### src/rtl/gray_to_bcd_decoder.sv
// gray_to_bcd_decoder
//   Decodes a 4-bit Gray code to binary one bit per cycle (MSB first) and
//   flags results that are not a BCD digit (10-15). A ready/valid handshake
//   is used on both sides, with a saturating count of the erroneous results
//   that were delivered.
//
// Ports
//   clk          clock, all state updates on the rising edge
//   reset        asynchronous active-high reset
//   in_valid     gray_in holds a code to decode
//   gray_in[3:0] Gray code, bit 3 = MSB
//   in_ready     decoder can accept a code (state IDLE)
//   out_valid    bcd_out/error hold a result (state HOLD)
//   bcd_out[3:0] decoded binary value
//   error        decoded value is above 9
//   out_ready    consumer takes the result
//   error_count  saturating count of erroneous results handed over
module gray_to_bcd_decoder #(
  parameter int ERR_CNT_W = 8
) (
  input  logic                 clk,
  input  logic                 reset,
  input  logic                 in_valid,
  input  logic [3:0]           gray_in,
  output logic                 in_ready,
  output logic                 out_valid,
  output logic [3:0]           bcd_out,
  output logic                 error,
  input  logic                 out_ready,
  output logic [ERR_CNT_W-1:0] error_count
);

  typedef enum logic [1:0] {
    IDLE  = 2'd0,
    SHIFT = 2'd1,
    HOLD  = 2'd2
  } state_t;

  state_t               r_state;
  state_t               w_state_next;
  logic [3:0]           r_shift;     // latched code, shifted left so bit 3 is g[i]
  logic [3:0]           r_acc;       // binary bits computed so far, newest in bit 0
  logic [1:0]           r_idx;       // index i of the bit computed this cycle
  logic [3:0]           r_bcd;
  logic                 r_err;
  logic [ERR_CNT_W-1:0] r_err_cnt;

  logic                 w_accept;
  logic                 w_bit;
  logic                 w_last;
  logic                 w_release;
  logic [3:0]           w_result;

  assign w_accept  = (r_state == IDLE) && in_valid;
  // b[i] = g[i] ^ b[i+1]; b[i+1] is the last bit shifted into the
  // accumulator, which is 0 for the first bit because it was cleared.
  assign w_bit     = r_shift[3] ^ r_acc[0];
  assign w_result  = {r_acc[2:0], w_bit};
  assign w_last    = (r_state == SHIFT) && (r_idx == 2'd0);
  assign w_release = (r_state == HOLD) && out_ready;

  // State register
  always_ff @(posedge clk or posedge reset) begin
    if (reset) begin
      r_state <= IDLE;
    end else begin
      r_state <= w_state_next;
    end
  end

  // Next-state logic
  always_comb begin
    w_state_next = r_state;
    case (r_state)
      IDLE:    if (in_valid) w_state_next = SHIFT;
      SHIFT:   if (r_idx == 2'd0) w_state_next = HOLD;
      HOLD:    if (out_ready) w_state_next = IDLE;
      default: w_state_next = IDLE;
    endcase
  end

  // Datapath: shift register, accumulator, bit index and result registers
  always_ff @(posedge clk or posedge reset) begin
    if (reset) begin
      r_shift <= 4'd0;
      r_acc   <= 4'd0;
      r_idx   <= 2'd0;
      r_bcd   <= 4'd0;
      r_err   <= 1'b0;
    end else begin
      if (w_accept) begin
        r_shift <= gray_in;
        r_acc   <= 4'd0;
        r_idx   <= 2'd3;
      end else if (r_state == SHIFT) begin
        r_shift <= {r_shift[2:0], 1'b0};
        r_acc   <= w_result;
        r_idx   <= r_idx - 2'd1;
      end
      // Results only change on the SHIFT->HOLD transition.
      if (w_last) begin
        r_bcd <= w_result;
        r_err <= (w_result > 4'd9);
      end
    end
  end

  // Error counter: counts handed-over erroneous results, sticks at all-ones.
  always_ff @(posedge clk or posedge reset) begin
    if (reset) begin
      r_err_cnt <= '0;
    end else if (w_release && r_err && !(&r_err_cnt)) begin
      r_err_cnt <= r_err_cnt + 1'b1;
    end
  end

  assign in_ready    = (r_state == IDLE);
  assign out_valid   = (r_state == HOLD);
  assign bcd_out     = r_bcd;
  assign error       = r_err;
  assign error_count = r_err_cnt;

endmodule
### config.mk
export PLATFORM = sky130hd
export DESIGN_NAME = gray_to_bcd_decoder
export DESIGN_NICKNAME = d
export VERILOG_FILES = /design/src/rtl/gray_to_bcd_decoder.sv
export SDC_FILE = /design/constraint.sdc
export NUM_CORES = 1
export LEC_CHECK = 0
export ABC_CLOCK_PERIOD_IN_PS = 4580
export BUFFER_PORTS_ARGS = -buffer_cell sky130_fd_sc_hd__clkbuf_2
export CAP_MARGIN = 25
export CORE_ASPECT_RATIO = 0.8
export CORE_MARGIN = 5
export CORE_UTILIZATION = 45
export CTS_BUF_LIST = sky130_fd_sc_hd__clkbuf_2
export CTS_CLUSTER_DIAMETER = 150
export DETAILED_ROUTE_END_ITERATION = 16
export GPL_TIMING_DRIVEN = 0
export PLACE_DENSITY = 0.64
export SYNTH_ARGS = -nofsm -noshare
export SYNTH_HDL_FRONTEND = slang
export SYNTH_SLANG_ARGS = --single-unit
export TNS_END_PERCENT = 1
### constraint.sdc
create_clock -name clk -period 4.58 [get_ports clk]
set_input_delay 0.916 -clock clk [delete_from_list [all_inputs] [get_ports clk]]
set_output_delay 0.916 -clock clk [all_outputs]
set_load 0.005 [all_outputs]
==> impl_metrics.tcl, run 1 <==
set metrics [dict create \
    worst_slew_pin_slew_ps 898 \
    area_growth_pct 17.4 \
    nFillCells 241 \
    h-tree-depth 1 \
    via_per_inst 5.16 \
    power.density_nw_per_um2 517 \
    pre_cts_slack_ps 2590 \
    cts_setup_buffers 0 \
    setup_tns_ps 0 \
    die_area_um2 3670 \
    timing.rr.end "error_count[5]$_DFFE_PP0P_" \
    grt_pass1_vias 815 \
    seq_area_frac_synth_pct 52.3 \
    num_rows 16 \
    die_y_um 55.2 \
    wl_per_cell_um 13.4 \
    utilization_pct 55.2 \
    synth_top_family_by_area "compound AO/OA/AOI/OAI gates" \
    critPathLaunchType "register" \
    hold_ws_ps 494 \
    cts_tree "built" \
    path_clk_slew_ps 230 \
    cts_buffers 3 \
    gp_congestion 0.713 \
    rsz0062_at_grt "no" \
    status "complete, no violations" \
    synth_xor_area_share_pct 3.05 \
    ctsResizeCount 0 \
    syn_area_um2 1150 \
    min_period_ps 2170 \
    p_leak_nw 0.702 \
    rr_startpoint "error_count[0]$_DFFE_PP0P_" \
    yosys_warnings 0 \
    synth_flop_cell "dfrtp_1" \
    synth_cell_types 34 \
    cap_violations 0 \
    ant_nets 0 \
    synth_edf_count 0 \
    syn_area_per_cell_um2 11.6 \
    vias 830 \
    grt_pass1_wl_um 3710 \
    fmax_mhz 462 \
    syn_inst 99 \
    critPathKind "register to primary output" \
    antennaDiodeCount 0 \
    num_io_pins 23 \
    core_area_um2 2440 \
    async_flop_share_pct 100 \
    nNetsFinal 138 \
    worstHoldStart "r_idx[0]$_DFFE_PP0P_" \
    synth_fa_ha_area_share_pct 4.36 \
    fp.dieW_um 66.5 \
    clockBufferDepth 2 \
    worstSkewPairLatency_ps 350 \
    dpl_cell_area_um2 1300 \
    io_buffer_count 22 \
    r2r_slack_ps 2880 \
    antenna_found_initial 0 \
    clock-sinks 24 \
    dr.pass1.iters 4 \
    synth_compound_area_share_pct 14.9 \
    max_slew_margin_pct 40.1 \
    arrival_ps 1250 \
    wirelength_um 2150 \
    hold_violations 0 \
    final_cell_area_um2 1350 \
    grtUsageTotal_pct 13.8 \
    holdBufCountCts 0 \
    synth_seq_cells 24 \
    worstPathMaxFanout 10 \
    setup_violations 0 \
    yosys.area_share.simple_pct 14.9 \
    final.period_utilization_pct 47.3 \
    end_kind "primary output" \
    dp_hpwl_um 1620 \
    crit_path_end "out_valid" \
    syn-num-nets 111 \
    startpoint "r_state[0]$_DFFE_PP0P_" \
    start_util_pct 47.0 \
    min_path_type "register to register" \
    setup_ws_ps 2410 \
    synth.area.mux_share_pct 6.65 \
    drcViolationCount 0 \
    layout-drive-gt1-share_pct 28.0 \
    drt_iter0_drc 50 \
    report.final.slew_viol_count 0 \
    critPathRequiredTime_ps 3660 \
    grt-ovfl-total 0 \
    grt_max_degree 25 \
    ir_drop_v 0.000272 \
    skew_ps 19.7 \
    ff2ff_path_depth 4 \
    cts_root_buffer "clkbuf_2" \
]
[worst max-delay path, cell delays in order, from the launching register on]
cell and delay (ps):
dfrtp_1 430, buf_4 170, nand2b_1 160, inv_1 60
clkbuf_2 100
[layout by cell type, fill, tap and decap left out, types with 2 or more instances in the layout]
master / Yosys / routed
nand3b_1: 2 / 2
nand2b_1: 3 / 3
mux2_2: 3 / 3
nand2_1: 8 / 8
o21ai_0: 7 / 7
clkbuf_2: 0 / 25
a22oi_1: 3 / 3
mux2i_1: 2 / 2
dfrtp_1: 24 / 24
mux2_1: 2 / 2
nand3_1: 2 / 2
a22o_1: 3 / 3
a21oi_1: 2 / 2
inv_1: 8 / 8
ha_1: 4 / 4
nor2_1: 2 / 2
a211oi_1: 2 / 2
nor2b_1: 2 / 2
xor2_1: 3 / 3
a21o_1: 2 / 2
[flip-flops by register name, summed over array words and instances (netlist names)]
signal and cells:
bcd_out 4, error 1, error_count 8, r_acc 3, r_idx 2, r_shift 4, r_state 2
[through the flow]
stage / total power, W / cells
final: 0.000696 / 161
after global routing: 0.000755 / 161
after CTS: 0.000706 / 161
after detailed placement: 0.000567 / 157
after global placement: 0.000559 / 157
after floorplan: 0.000487 / 99
[synthesized netlist by cell type, types with 3 or more instances]
master / count / area (um2)
a22o_1: 3 / 26.3
a22oi_1: 3 / 22.5
dfrtp_1: 24 / 601
ha_1: 4 / 50.1
inv_1: 8 / 30.0
mux2_2: 3 / 33.8
nand2_1: 8 / 30.0
nand2b_1: 3 / 18.8
o21ai_0: 7 / 35.0
xor2_1: 3 / 26.3
[area by class of cell]
type | count | area (um2) | share of cell area [%]
Sequential cell | 24 | 601 | 44.6
Multi-Input combinational cell | 65 | 504 | 37.4
Timing Repair Buffer | 22 | 110 | 8.17
Tap cell | 36 | 45.0 | 3.34
Clock inverter | 1 | 30.0 | 2.23
Inverter | 8 | 30.0 | 2.23
Clock buffer | 3 | 15.0 | 1.11
Buffer | 2 | 12.5 | 0.929
[worst min-delay path by stage]
stage | end | slack, ps | cells past startpoint
3_3_place_gp | bcd_out[1]$_DFFE_PP0P_ | 460 | 2
3_5_place_dp | r_idx[0]$_DFFE_PP0P_ | 470 | 1
6_report | r_idx[0]$_DFFE_PP0P_ | 490 | 1
4_1_cts | r_idx[0]$_DFFE_PP0P_ | 500 | 1
2_1_floorplan | r_shift[1]$_DFFE_PP0P_ | 450 | 2
5_1_grt | r_idx[0]$_DFFE_PP0P_ | 520 | 1
[routing by layer]
metal | track usage, % | routed length [um]
met5 | 0 | 0
met4 | 4.05 | 19
met3 | 4.85 | 131
met2 | 20.6 | 872
met1 | 19.0 | 1130
[report_power, final]
part           internal (W)  switching, W  total (W)
logic              0.000116      0.000117   0.000233
clock network     0.0000753     0.0000630   0.000138
registers          0.000277     0.0000476   0.000325
total              0.000468      0.000228   0.000696
[cells by family (layout without fill, tap and decap cells)]
kind of cell | Yosys count | after routing
XOR/XNOR | 4 | 4
flip-flops | 24 | 24
buffers and inverters | 10 | 36
AND/OR/NAND/NOR | 26 | 26
AO/OA/AOI/OAI | 24 | 24
multiplexers | 7 | 7
adder cells (fa/ha/maj) | 4 | 4
(Power assumes the default switching activity.)
==> inputs of run 2 (changes only) <==
--- a/config.mk
+++ b/config.mk
@@ -5,7 +5,8 @@
 export SDC_FILE = /design/constraint.sdc
 export NUM_CORES = 1
 export LEC_CHECK = 0
-export ABC_CLOCK_PERIOD_IN_PS = 4580
+export ABC_AREA = 1
+export ABC_CLOCK_PERIOD_IN_PS = 1950
 export BUFFER_PORTS_ARGS = -buffer_cell sky130_fd_sc_hd__clkbuf_2
 export CAP_MARGIN = 25
 export CORE_ASPECT_RATIO = 0.8
@@ -15,7 +16,7 @@
 export CTS_CLUSTER_DIAMETER = 150
 export DETAILED_ROUTE_END_ITERATION = 16
 export GPL_TIMING_DRIVEN = 0
-export PLACE_DENSITY = 0.64
+export PLACE_DENSITY = 0.67
 export SYNTH_ARGS = -nofsm -noshare
 export SYNTH_HDL_FRONTEND = slang
 export SYNTH_SLANG_ARGS = --single-unit
==> constraint.sdc (replaced) <==
create_clock -name clk -period 1.95 [get_ports clk]
set_input_delay 0.39 -clock clk [delete_from_list [all_inputs] [get_ports clk]]
set_output_delay 0.39 -clock clk [all_outputs]
set_load 0.005 [all_outputs]
==> run 2 against run 1 <==
Cell area fell by 0.84%. Highest routed layer unchanged. Final cell count rose by 24%. Flip-flop and latch count did not move. Largest cell class unchanged. First-iteration DRC count rose by 66%. Hold slack got worse by 310 ps. Global-route usage rose by 0.17 points.
==> impl_metrics.tcl, run 2 <==
set metrics [dict create \
    die_area_um2 3720 \
    worstSkewPairLatency_ps 330 \
    setup_violations 0 \
    yosys_warnings 0 \
    drt_iter0_drc 83 \
    final.period_utilization_pct 78.9 \
    antennaDiodeCount 0 \
    syn_inst 138 \
    grt_pass1_vias 909 \
    report.final.slew_viol_count 0 \
    synth_top_area_cell "dfrtp_1" \
    worst_slew_pin_slew_ps 897 \
    grt_max_degree 25 \
    antenna_found_initial 0 \
    fp.dieW_um 66.9 \
    synth_flop_cell "dfrtp_1" \
    layout_common_cells "nand2_1 (47), clkbuf_2 (25), dfrtp_1 (24), inv_1 (15), nand3_1 (11)" \
    synth_cell_types 18 \
    synth.most_common_cell "nand2_1" \
    place_inst 196 \
    holdBufCountCts 0 \
    async_flop_share_pct 100 \
    io_buffer_count 22 \
    cts_buffers 3 \
    path_clk_slew_ps 210 \
    cts_root_buffer "clkbuf_2" \
    setup_ws_ps 411 \
    synth_edf_count 0 \
    critPathRequiredTime_ps 1560 \
    layout-drive-gt1-share_pct 21.5 \
    vias 943 \
    dp_hpwl_um 1710 \
    ant_nets 0 \
    critPathLaunchType "register" \
    nFillCells 243 \
    pre_cts_slack_ps 545 \
    cts_setup_buffers 0 \
    dr.pass1.iters 4 \
    ff2ff_path_depth 8 \
    num_io_pins 23 \
    clockBufferDepth 2 \
    layout.cells.non_filler 199 \
    min_period_ps 1540 \
    mostFrequentLayoutCell "nand2_1" \
    ys_top_cells_by_count "nand2_1 (47), dfrtp_1 (24), inv_1 (15)" \
    power.density_nw_per_um2 1130 \
    largest_reg_flops 8 \
    grtUsageTotal_pct 14.0 \
    cts_tree "built" \
    status "complete, no violations" \
    die_y_um 55.5 \
    wl_per_cell_um 11.3 \
    nNetsFinal 177 \
    via_per_inst 4.74 \
    utilization_pct 54.3 \
    grt-ovfl-total 0 \
    h-tree-depth 1 \
    arrival_ps 1150 \
    setup_tns_ps 0 \
    gp_congestion 0.821 \
    p_leak_nw 0.702 \
    hold_violations 0 \
    grt_pass1_wl_um 4100 \
    hold_ws_ps 189 \
    cap_violations 0 \
    syn-num-nets 150 \
    wirelength_um 2240 \
    ir_drop_v 0.000622 \
    netlist.area_leader.share_pct 51.5 \
    synth_seq_cells 24 \
    syn_area_per_cell_um2 8.45 \
    syn_area_um2 1170 \
    synth_area_leaders "dfrtp_1 (52%), nand2_1 (15%), inv_1 (4.8%), nand3_1 (4.7%), ha_1 (4.3%)" \
    start_util_pct 47.4 \
    skew_ps 13.4 \
    max_slew_margin_pct 40.1 \
    core_area_um2 2460 \
    worstPathMaxFanout 3 \
    end_kind "primary output" \
    critPathKind "register to primary output" \
    ctsResizeCount 0 \
    drcViolationCount 0 \
    num_rows 16 \
    area_growth_pct 14.6 \
    min_path_type "input port to async pin" \
    fmax_mhz 650 \
    clock-sinks 24 \
    seq_area_frac_synth_pct 51.5 \
    r2r_slack_ps 520 \
    rsz0062_at_grt "no" \
]
-- run 2: report_power, final --
part           internal (W)  switching (W)
Sequential         0.000651      0.0000833
Clock             0.0000419       0.000138
Combinational      0.000225       0.000365
-- run 2: final timing paths --
kind | startpoint | endpoint
max reg2reg | error_count[0]$_DFFE_PP0P_ | error_count[3]$_DFFE_PP0P_
max | r_state[0]$_DFFE_PP0P_ | out_valid
min | reset | r_state[1]$_DFFE_PP0P_
min in group clk | out_ready | r_state[1]$_DFFE_PP0P_
max in group asynchronous | reset | error_count[3]$_DFFE_PP0P_
min reg2reg | bcd_out[2]$_DFFE_PP0P_ | bcd_out[2]$_DFFE_PP0P_
-- run 2: kinds of logic after synthesis --
kind of cell | count (synthesis) | share of synthesized area (%)
xor gates and xnor gates | 3 | 2.25
AOI/OAI and AO/OA | 16 | 7.72
buffers and inverters | 17 | 5.79
adders and majority gates | 4 | 4.29
DFF | 24 | 51.5
and+or+nand+nor | 74 | 28.4
-- run 2: final cells by class --
| cell class | count | area, um2 | share of cell area, % |
|---|---|---|---|
| Tap cell | 36 | 45.0 | 3.37 |
| Inverter | 16 | 62.6 | 4.68 |
| Sequential cell | 24 | 601 | 44.9 |
| Buffer | 1 | 5.00 | 0.375 |
| Multi-Input combinational cell | 97 | 498 | 37.3 |
| Clock buffer | 3 | 15.0 | 1.12 |
| Timing Repair Buffer | 22 | 110 | 8.24 |
-- run 2: layer usage --
metal	track usage, %	routed length (um)
met2	21.8	1020
met4	2.60	10
met1	19.0	1100
met5	0	0
met3	4.67	109
-- run 2: worst max-delay path, stage by stage (launching register included) --
cell      delay, ps
dfrtp_1         420
inv_1           110
nand2_1         130
inv_1            70
clkbuf_2        100
-- run 2: through the flow --
step | power (W) | cell area, um2
global route | 0.00166 | 1340
finish | 0.00150 | 1340
floorplan | 0.00116 | 1170
global placement | 0.00132 | 1320
detailed placement | 0.00134 | 1320
CTS | 0.00153 | 1340
